`src/rtl/inst_fetch.sv`:
```
// Instruction fetch unit: one 64-bit read per instruction, 32-bit word picked by pc[2],
// handed to the decoder over valid/ready; execute-stage redirects squash in-flight fetches.
module inst_fetch #(
    parameter logic [63:0] RESET_PC = 64'h8000_0000
) (
    input  logic        clk,
    input  logic        rst_n,
    output logic [63:0] araddr,
    output logic        arvalid,
    input  logic        arready,
    input  logic [63:0] rdata,
    input  logic [1:0]  rresp,
    input  logic        rvalid,
    output logic        rready,
    output logic [31:0] inst,
    output logic [63:0] inst_pc,
    output logic        inst_fault,
    output logic        inst_valid,
    input  logic        inst_ready,
    input  logic        jup,
    input  logic [63:0] dnpc
);

    typedef enum logic [1:0] {IDLE, REQ, RESP, HOLD} state_t;

    state_t      state;
    logic [63:0] pc;
    logic        drop;
    logic [63:0] redirect_pc;
    logic [63:0] seq_pc;

    function automatic logic [31:0] select_word(input logic [63:0] data,
                                                input logic        upper,
                                                input logic        fault);
        if (fault)
            return 32'h0;
        return upper ? data[63:32] : data[31:0];
    endfunction

    // A redirect always overrides both the current pc and the sequential successor.
    always_comb begin
        redirect_pc = pc;
        seq_pc      = pc + 64'd4;
        if (jup) begin
            redirect_pc = dnpc;
            seq_pc      = dnpc;
        end
    end

    always_ff @(posedge clk) begin
        if (!rst_n) begin
            state      <= IDLE;
            pc         <= RESET_PC;
            drop       <= 1'b0;
            araddr     <= {RESET_PC[63:3], 3'b000};
            arvalid    <= 1'b0;
            rready     <= 1'b0;
            inst       <= 32'h0;
            inst_pc    <= RESET_PC;
            inst_fault <= 1'b0;
            inst_valid <= 1'b0;
        end else begin
            case (state)
                IDLE: begin
                    pc      <= redirect_pc;
                    araddr  <= {redirect_pc[63:3], 3'b000};
                    arvalid <= 1'b1;
                    state   <= REQ;
                end
                REQ: begin
                    // The read cannot be withdrawn; remember the target and discard its data later.
                    if (jup) begin
                        pc   <= dnpc;
                        drop <= 1'b1;
                    end
                    if (arready) begin
                        arvalid <= 1'b0;
                        rready  <= 1'b1;
                        state   <= RESP;
                    end
                end
                RESP: begin
                    if (rvalid) begin
                        rready <= 1'b0;
                        if (drop || jup) begin
                            pc      <= redirect_pc;
                            araddr  <= {redirect_pc[63:3], 3'b000};
                            arvalid <= 1'b1;
                            drop    <= 1'b0;
                            state   <= REQ;
                        end else begin
                            inst       <= select_word(rdata, pc[2], rresp != 2'b00);
                            inst_pc    <= pc;
                            inst_fault <= (rresp != 2'b00);
                            inst_valid <= 1'b1;
                            state      <= HOLD;
                        end
                    end else if (jup) begin
                        pc   <= dnpc;
                        drop <= 1'b1;
                    end
                end
                HOLD: begin
                    if (jup || inst_ready) begin
                        pc         <= seq_pc;
                        araddr     <= {seq_pc[63:3], 3'b000};
                        arvalid    <= 1'b1;
                        inst_valid <= 1'b0;
                        state      <= REQ;
                    end
                end
                default: state <= IDLE;
            endcase
        end
    end

endmodule

```
`config.mk`:
```
export PLATFORM = sky130hd
export DESIGN_NAME = inst_fetch
export DESIGN_NICKNAME = d
export VERILOG_FILES = /design/src/rtl/inst_fetch.sv
export SDC_FILE = /design/constraint.sdc
export NUM_CORES = 1
export LEC_CHECK = 0
export ABC_AREA = 0
export BUFFER_PORTS_ARGS = -buffer_cell sky130_fd_sc_hd__buf_2
export CORE_MARGIN = 2
export CORE_UTILIZATION = 45
export DETAILED_ROUTE_END_ITERATION = 10
export GPL_TIMING_DRIVEN = 0
export MAX_ROUTING_LAYER = met4
export PLACE_DENSITY_LB_ADDON = 0.08
export SLEW_MARGIN = 20
export SYNTH_ARGS = -nofsm -noshare
export SYNTH_HDL_FRONTEND = slang
export SYNTH_SLANG_ARGS = --single-unit
export TNS_END_PERCENT = 10
```
`constraint.sdc`:
```
create_clock -name clk -period 6.8 [get_ports clk]
set_clock_uncertainty 0.05 [all_clocks]
set_input_delay 1.36 -clock clk [delete_from_list [all_inputs] [get_ports clk]]
set_output_delay 1.36 -clock clk [all_outputs]
set_load 0.03 [all_outputs]
```
-- Yosys cells after proc, flatten, opt, wreduce, memory -nomap -nowiden
Cells that the tools add are included.
- output and inout bits: 164
- bits in registers: 231
- bits of input ports: 136
- logic and storage cells: 76
- mux-type cells: 39
- bitwise logic cells: 1
- eq/ne operators: 9
- $add $sub $neg: 1
- reduce and logical (&&, ||, !) cells: 16
- operators by type and width (kind ; count):
    2-to-1 mux 64 bit ; 8
    one-hot mux 64 bit (3 select lines) ; 2
    2-to-1 mux 32 bit ; 3
    adder 64 x 3 -> 64 bit (second input constant) ; 1
    2-to-1 mux 1 bit ; 17
    AND reduction 4 bit ; 3
    inequality test 2 bit (second input constant) ; 5
    AND reduction 3 bit ; 3
    2-to-1 mux 2 bit ; 4
    one-hot mux 2 bit (4 select lines) ; 1
    one-hot mux 1 bit (2 select lines) ; 3
    nonzero test 2 bit ; 3
    equality test 2 bit (second input constant) ; 2
    one-hot mux 1 bit (4 select lines) ; 1
    AND reduction 2 bit ; 2
    inequality test 3 bit (second input constant) ; 1
    nonzero test 3 bit ; 1
    equality test 2 x 1 -> 1 bit (second input constant) ; 1
    zero test 2 bit ; 1
    logical OR 1 bit ; 2
    OR reduction 2 bit ; 1
    NOT 1 bit ; 1

-- Depth between registers and ports, before layout
- depth after elaboration: 7
- gate-level depth with buffers: 10
- gate-level depth less buffers: 8

-- Worst setup path after synthesis
Ideal clock, no wire load.
- kind: input to register
- start point: input jup
- end point: register araddr[10]
- slack: 3.618 ns
- library setup time: 0.070 ns
- stages on the path: 7
- buffers on the path: 3
- data arrival time: 3.061 ns
- cell sequence: clkbuf_1 > o21ai_0 > a211oi_1 > clkbuf_1 > clkbuf_1 > nand2_1 > a21oi_1
- longest elaborated chain between the ends: 4
- elaborated cells between the ends (all ways): 11
- ends and longest elaborated chain (element ; line ; text):
    start: declaration ; 20 ; input logic jup,
    2-to-1 mux 64 bit ; n/a ;
    2-to-1 mux 64 bit ; 85 ; if (drop || jup) begin
    2-to-1 mux 64 bit ; 83 ; if (rvalid) begin
    one-hot mux 64 bit (3 select lines) ; 63 ; case (state)
    end signal: assignment ; 66 ; araddr <= {redirect_pc[63:3], 3'b000};
    end signal: assignment ; 87 ; araddr <= {redirect_pc[63:3], 3'b000};
    end signal: assignment ; 106 ; araddr <= {seq_pc[63:3], 3'b000};
    end: declaration ; 8 ; output logic [63:0] araddr,
Several ways; a longest one is shown, not always the timed one. The select of a mux whose other input is x is not followed.
A chain may end at the register's enable or synchronous reset.

-- Final worst setup path
- start point: input jup
- end point: register araddr[8]
Same word-level chain as after synthesis.

==> results.yml <==
cells_and_area:
  synthesis_to_layout_area_growth_pct: 24.32
  num_antenna_cells: 0
  multi_input_comb_area_um2: 6347
  n_fill_cell: 2484
  final_area_um2: 14390
  final_core_utilization: 0.5713
  post_layout_instance_count_excluding_filler_cells: 2161
  final_layout_size_suffix_gt1_frac: 0.2343
  seqCellArea_um2: 4564
  nets: 1952
sta:
  period_share: 0.6128
  final-max-slew-violation-count: 0
  slew_at_the_pin_closest_to_its_max_slew_limit_ns: 1.057
  max_freq_mhz: 240.0
  timing_hold_violations_final: 0
  layout_setup_ws_ns: 2.633
  layout_min_cycle_time_ns: 4.167
  setup_tns_ns: 0
  max_slew_margin: 0.2956
  rsz_0062_raised_after_global_routing: "false"
  setup-violations-final: 0
placed_design:
  final_hpwl_dp_um: 38120
  post_dp_cell_area_um2: 13470
  worst_slack_at_placement_ns: 2.293
  gp_congestion: 1.007
  dpl.cell_count: 2113
  io_buffers: 294
global_route:
  first_global_vias: 12123
  grt-ovfl-total: 0
  pin_count_of_the_biggest_net_entering_global_routing: 14
  track_usage: 0.3811
  grt_antenna_before_repair: 0
  global_route_wire_length_before_repair_um: 74000
critical_path:
  worstSetupPathDepth: 7
  cp.required_ns: 7.22
  timing.critical_path.from_type: "primary input"
  crit_path_frequent_cell: "clkbuf_1"
  cpMaxStageDelayCell: "clkbuf_1"
  critical_path.cell_chain: "clkbuf_1, o21ai_0, a211oi_2, clkbuf_1, clkbuf_1, nand2_1, a21oi_1"
  worstPathArrival_ns: 4.58
  worstRegToRegCells: 9
  crit-reg2reg-launch: "state[0]"
  cpLargestDelayFamily: "buffers and inverters"
  critical_path_class: "in -> reg"
  cp_max_fo: 10
  reg2reg_setup_slack_ns: 2.92
  critPathBufInv: 3
  worstSetupEndpointType: "flip-flop"
  worst_path_largest_cell_delay_ns: 0.85
  crit_start: "jup"
die:
  placementRows: 58
  core_area_um2: 25180
  die_w_um: 164.4
  design.portCount: 300
  fp.dieH_um: 164.4
  initial_utilization: 0.4595
  die_area_um2: 27010
clock_network:
  tritoncts: "yes"
  cts_root_buf: "clkbuf_16"
  cts_post_setup_buffers_inserted: 0
  h-tree-depth: 1
  clkSlewWorstSetupHoldPaths_ns: 0.06
  holdBufCountCts: 0
  cts_made_buffers: 26
  post_cts_repair_resize_count: 0
  cts-root-to-sink-buffers: 3
  clkLatencyLatePin_ns: 0.55
  cts.sinks: 228
drt:
  routed_via_density: 5.935
  wirelength_um: 51050
  first_pass_iters: 6
  drtAntennaViolNets: 0
  post-route-drc-count: 0
  num_vias: 12825
  drt_iter0_drc: 1456
  detail_route.wl_per_cell_um: 23.62
synthesis:
  yosys.cell_count.top_type: "nand2_1"
  netlist_instances: 1487
  synth_enable_flop_cells: 0
  synth_area_leader_cell: "dfxtp_1"
  syn_area_per_cell_um2: 7.782
  netlist.area_leader.share: 0.3945
  post_synthesis_cell_area_um2: 11570
  synth_warnings: 0
  flip_flop_and_latch_count_after_synthesis: 228
  yosysUniqueCellTypes: 69
  synth_async_sr_flop_share: 0
  synth.area.top_cells: "dfxtp_1, nand2_1, a21oi_1"
  post_synth_most_frequent_cells: "nand2_1, dfxtp_1, a21oi_1, clkbuf_1, nor2_1"
  synth-seq-area-share: 0.3945
  postSynth.topFlopCell: "dfxtp_1"
worst_hold_path:
  hp-start: "inst_pc[57]"
  worstHoldPathType: "reg -> reg"
  number_of_cells_on_the_worst_hold_path: 2
run:
  max-cap-violations: 0
outcome:
  status: "finished clean"
power_and_ir_drop:
  power.ir.vdd_worst_mv: 0.1997
  power_dens_cells_nw_per_um2: 254.4
  leakage_uw: 0.005679
-- path summary, 6_finish.rpt --
path | endpoint
max | araddr[8]
max reg2reg | araddr[8]
min | inst_pc[57]
min reg2reg | inst_pc[57]
-- per-stage QoR --
stage	hold slack [ns]	total power, uW
6_report	0.3995	3659
4_1_cts	0.4032	3654
3_3_place_gp	0.3878	2178
2_1_floorplan	0.3813	1902
3_5_place_dp	0.3951	2183
5_1_grt	0.4183	3758
-- power by group --
part | internal (uW) | leakage (uW) | switching, uW
logic | 206 | 0.00336 | 485
registers | 1420 | 0.00187 | 66.1
clock network | 890 | 0.000449 | 594
total | 2510 | 0.00568 | 1150
-- sequential cells by signal, summed over array words and instances, names as in the netlist --
name        cells
inst_valid      1
pc             64
inst           32
araddr         61
drop            1
inst_fault      1
rready          1
inst_pc        64
state           2
arvalid         1
-- tightest hold or removal path: cells and delay by family (launching register included) --
family | cells | cell delay (ns)
DFF | 1 | 0.30
and+or+nand+nor | 1 | 0.05
AOI/OAI and AO/OA | 1 | 0.05
-- cell type report --
class,instances,area share
Multi-Input combinational cell,1098,0.4412
Sequential cell,228,0.3173
Timing Repair Buffer,294,0.1023
Clock buffer,41,0.05610
Buffer,148,0.04323
Tap cell,330,0.02870
Clock inverter,7,0.007219
Inverter,15,0.003914
-- layer usage --
metal  track usage  up-vias  routed length [um]
met3       0.08308      173                5403
met5             -        -                   0
met1        0.4901     6001               20990
met4        0.1683        0                2553
met2        0.5746      762               22110
li1              -     5889                   -
-- kinds of logic after synthesis --
family,Yosys count,share of synthesized area
simple gates,625,0.2581
flops,228,0.3945
compound gates,353,0.1894
mux,47,0.04444
buf+inv,163,0.05861
xor+xnor,65,0.04920
other cells,1,0.0003241
fa+ha+maj,5,0.005407
-- placed cells by master, fill, tap and decap left out, types with 9 or more instances in the layout --
cell type,n
mux2_2,35
nand2b_1,22
o211ai_1,13
a22oi_1,33
nor4_1,25
nand4_1,34
xor2_1,26
and4_1,9
nor3_1,35
a21oi_1,143
nand2_1,262
a31oi_1,12
o31ai_1,16
nand3_1,69
mux2i_1,12
nor2_1,95
and3_1,20
clkbuf_16,26
buf_2,311
a211oi_1,9
a221oi_1,11
clkbuf_1,114
buf_1,11
dfxtp_1,228
inv_1,14
o21ai_0,63
xnor2_1,39
or3_1,12
clkbuf_8,10
(Power assumes the default switching activity.)
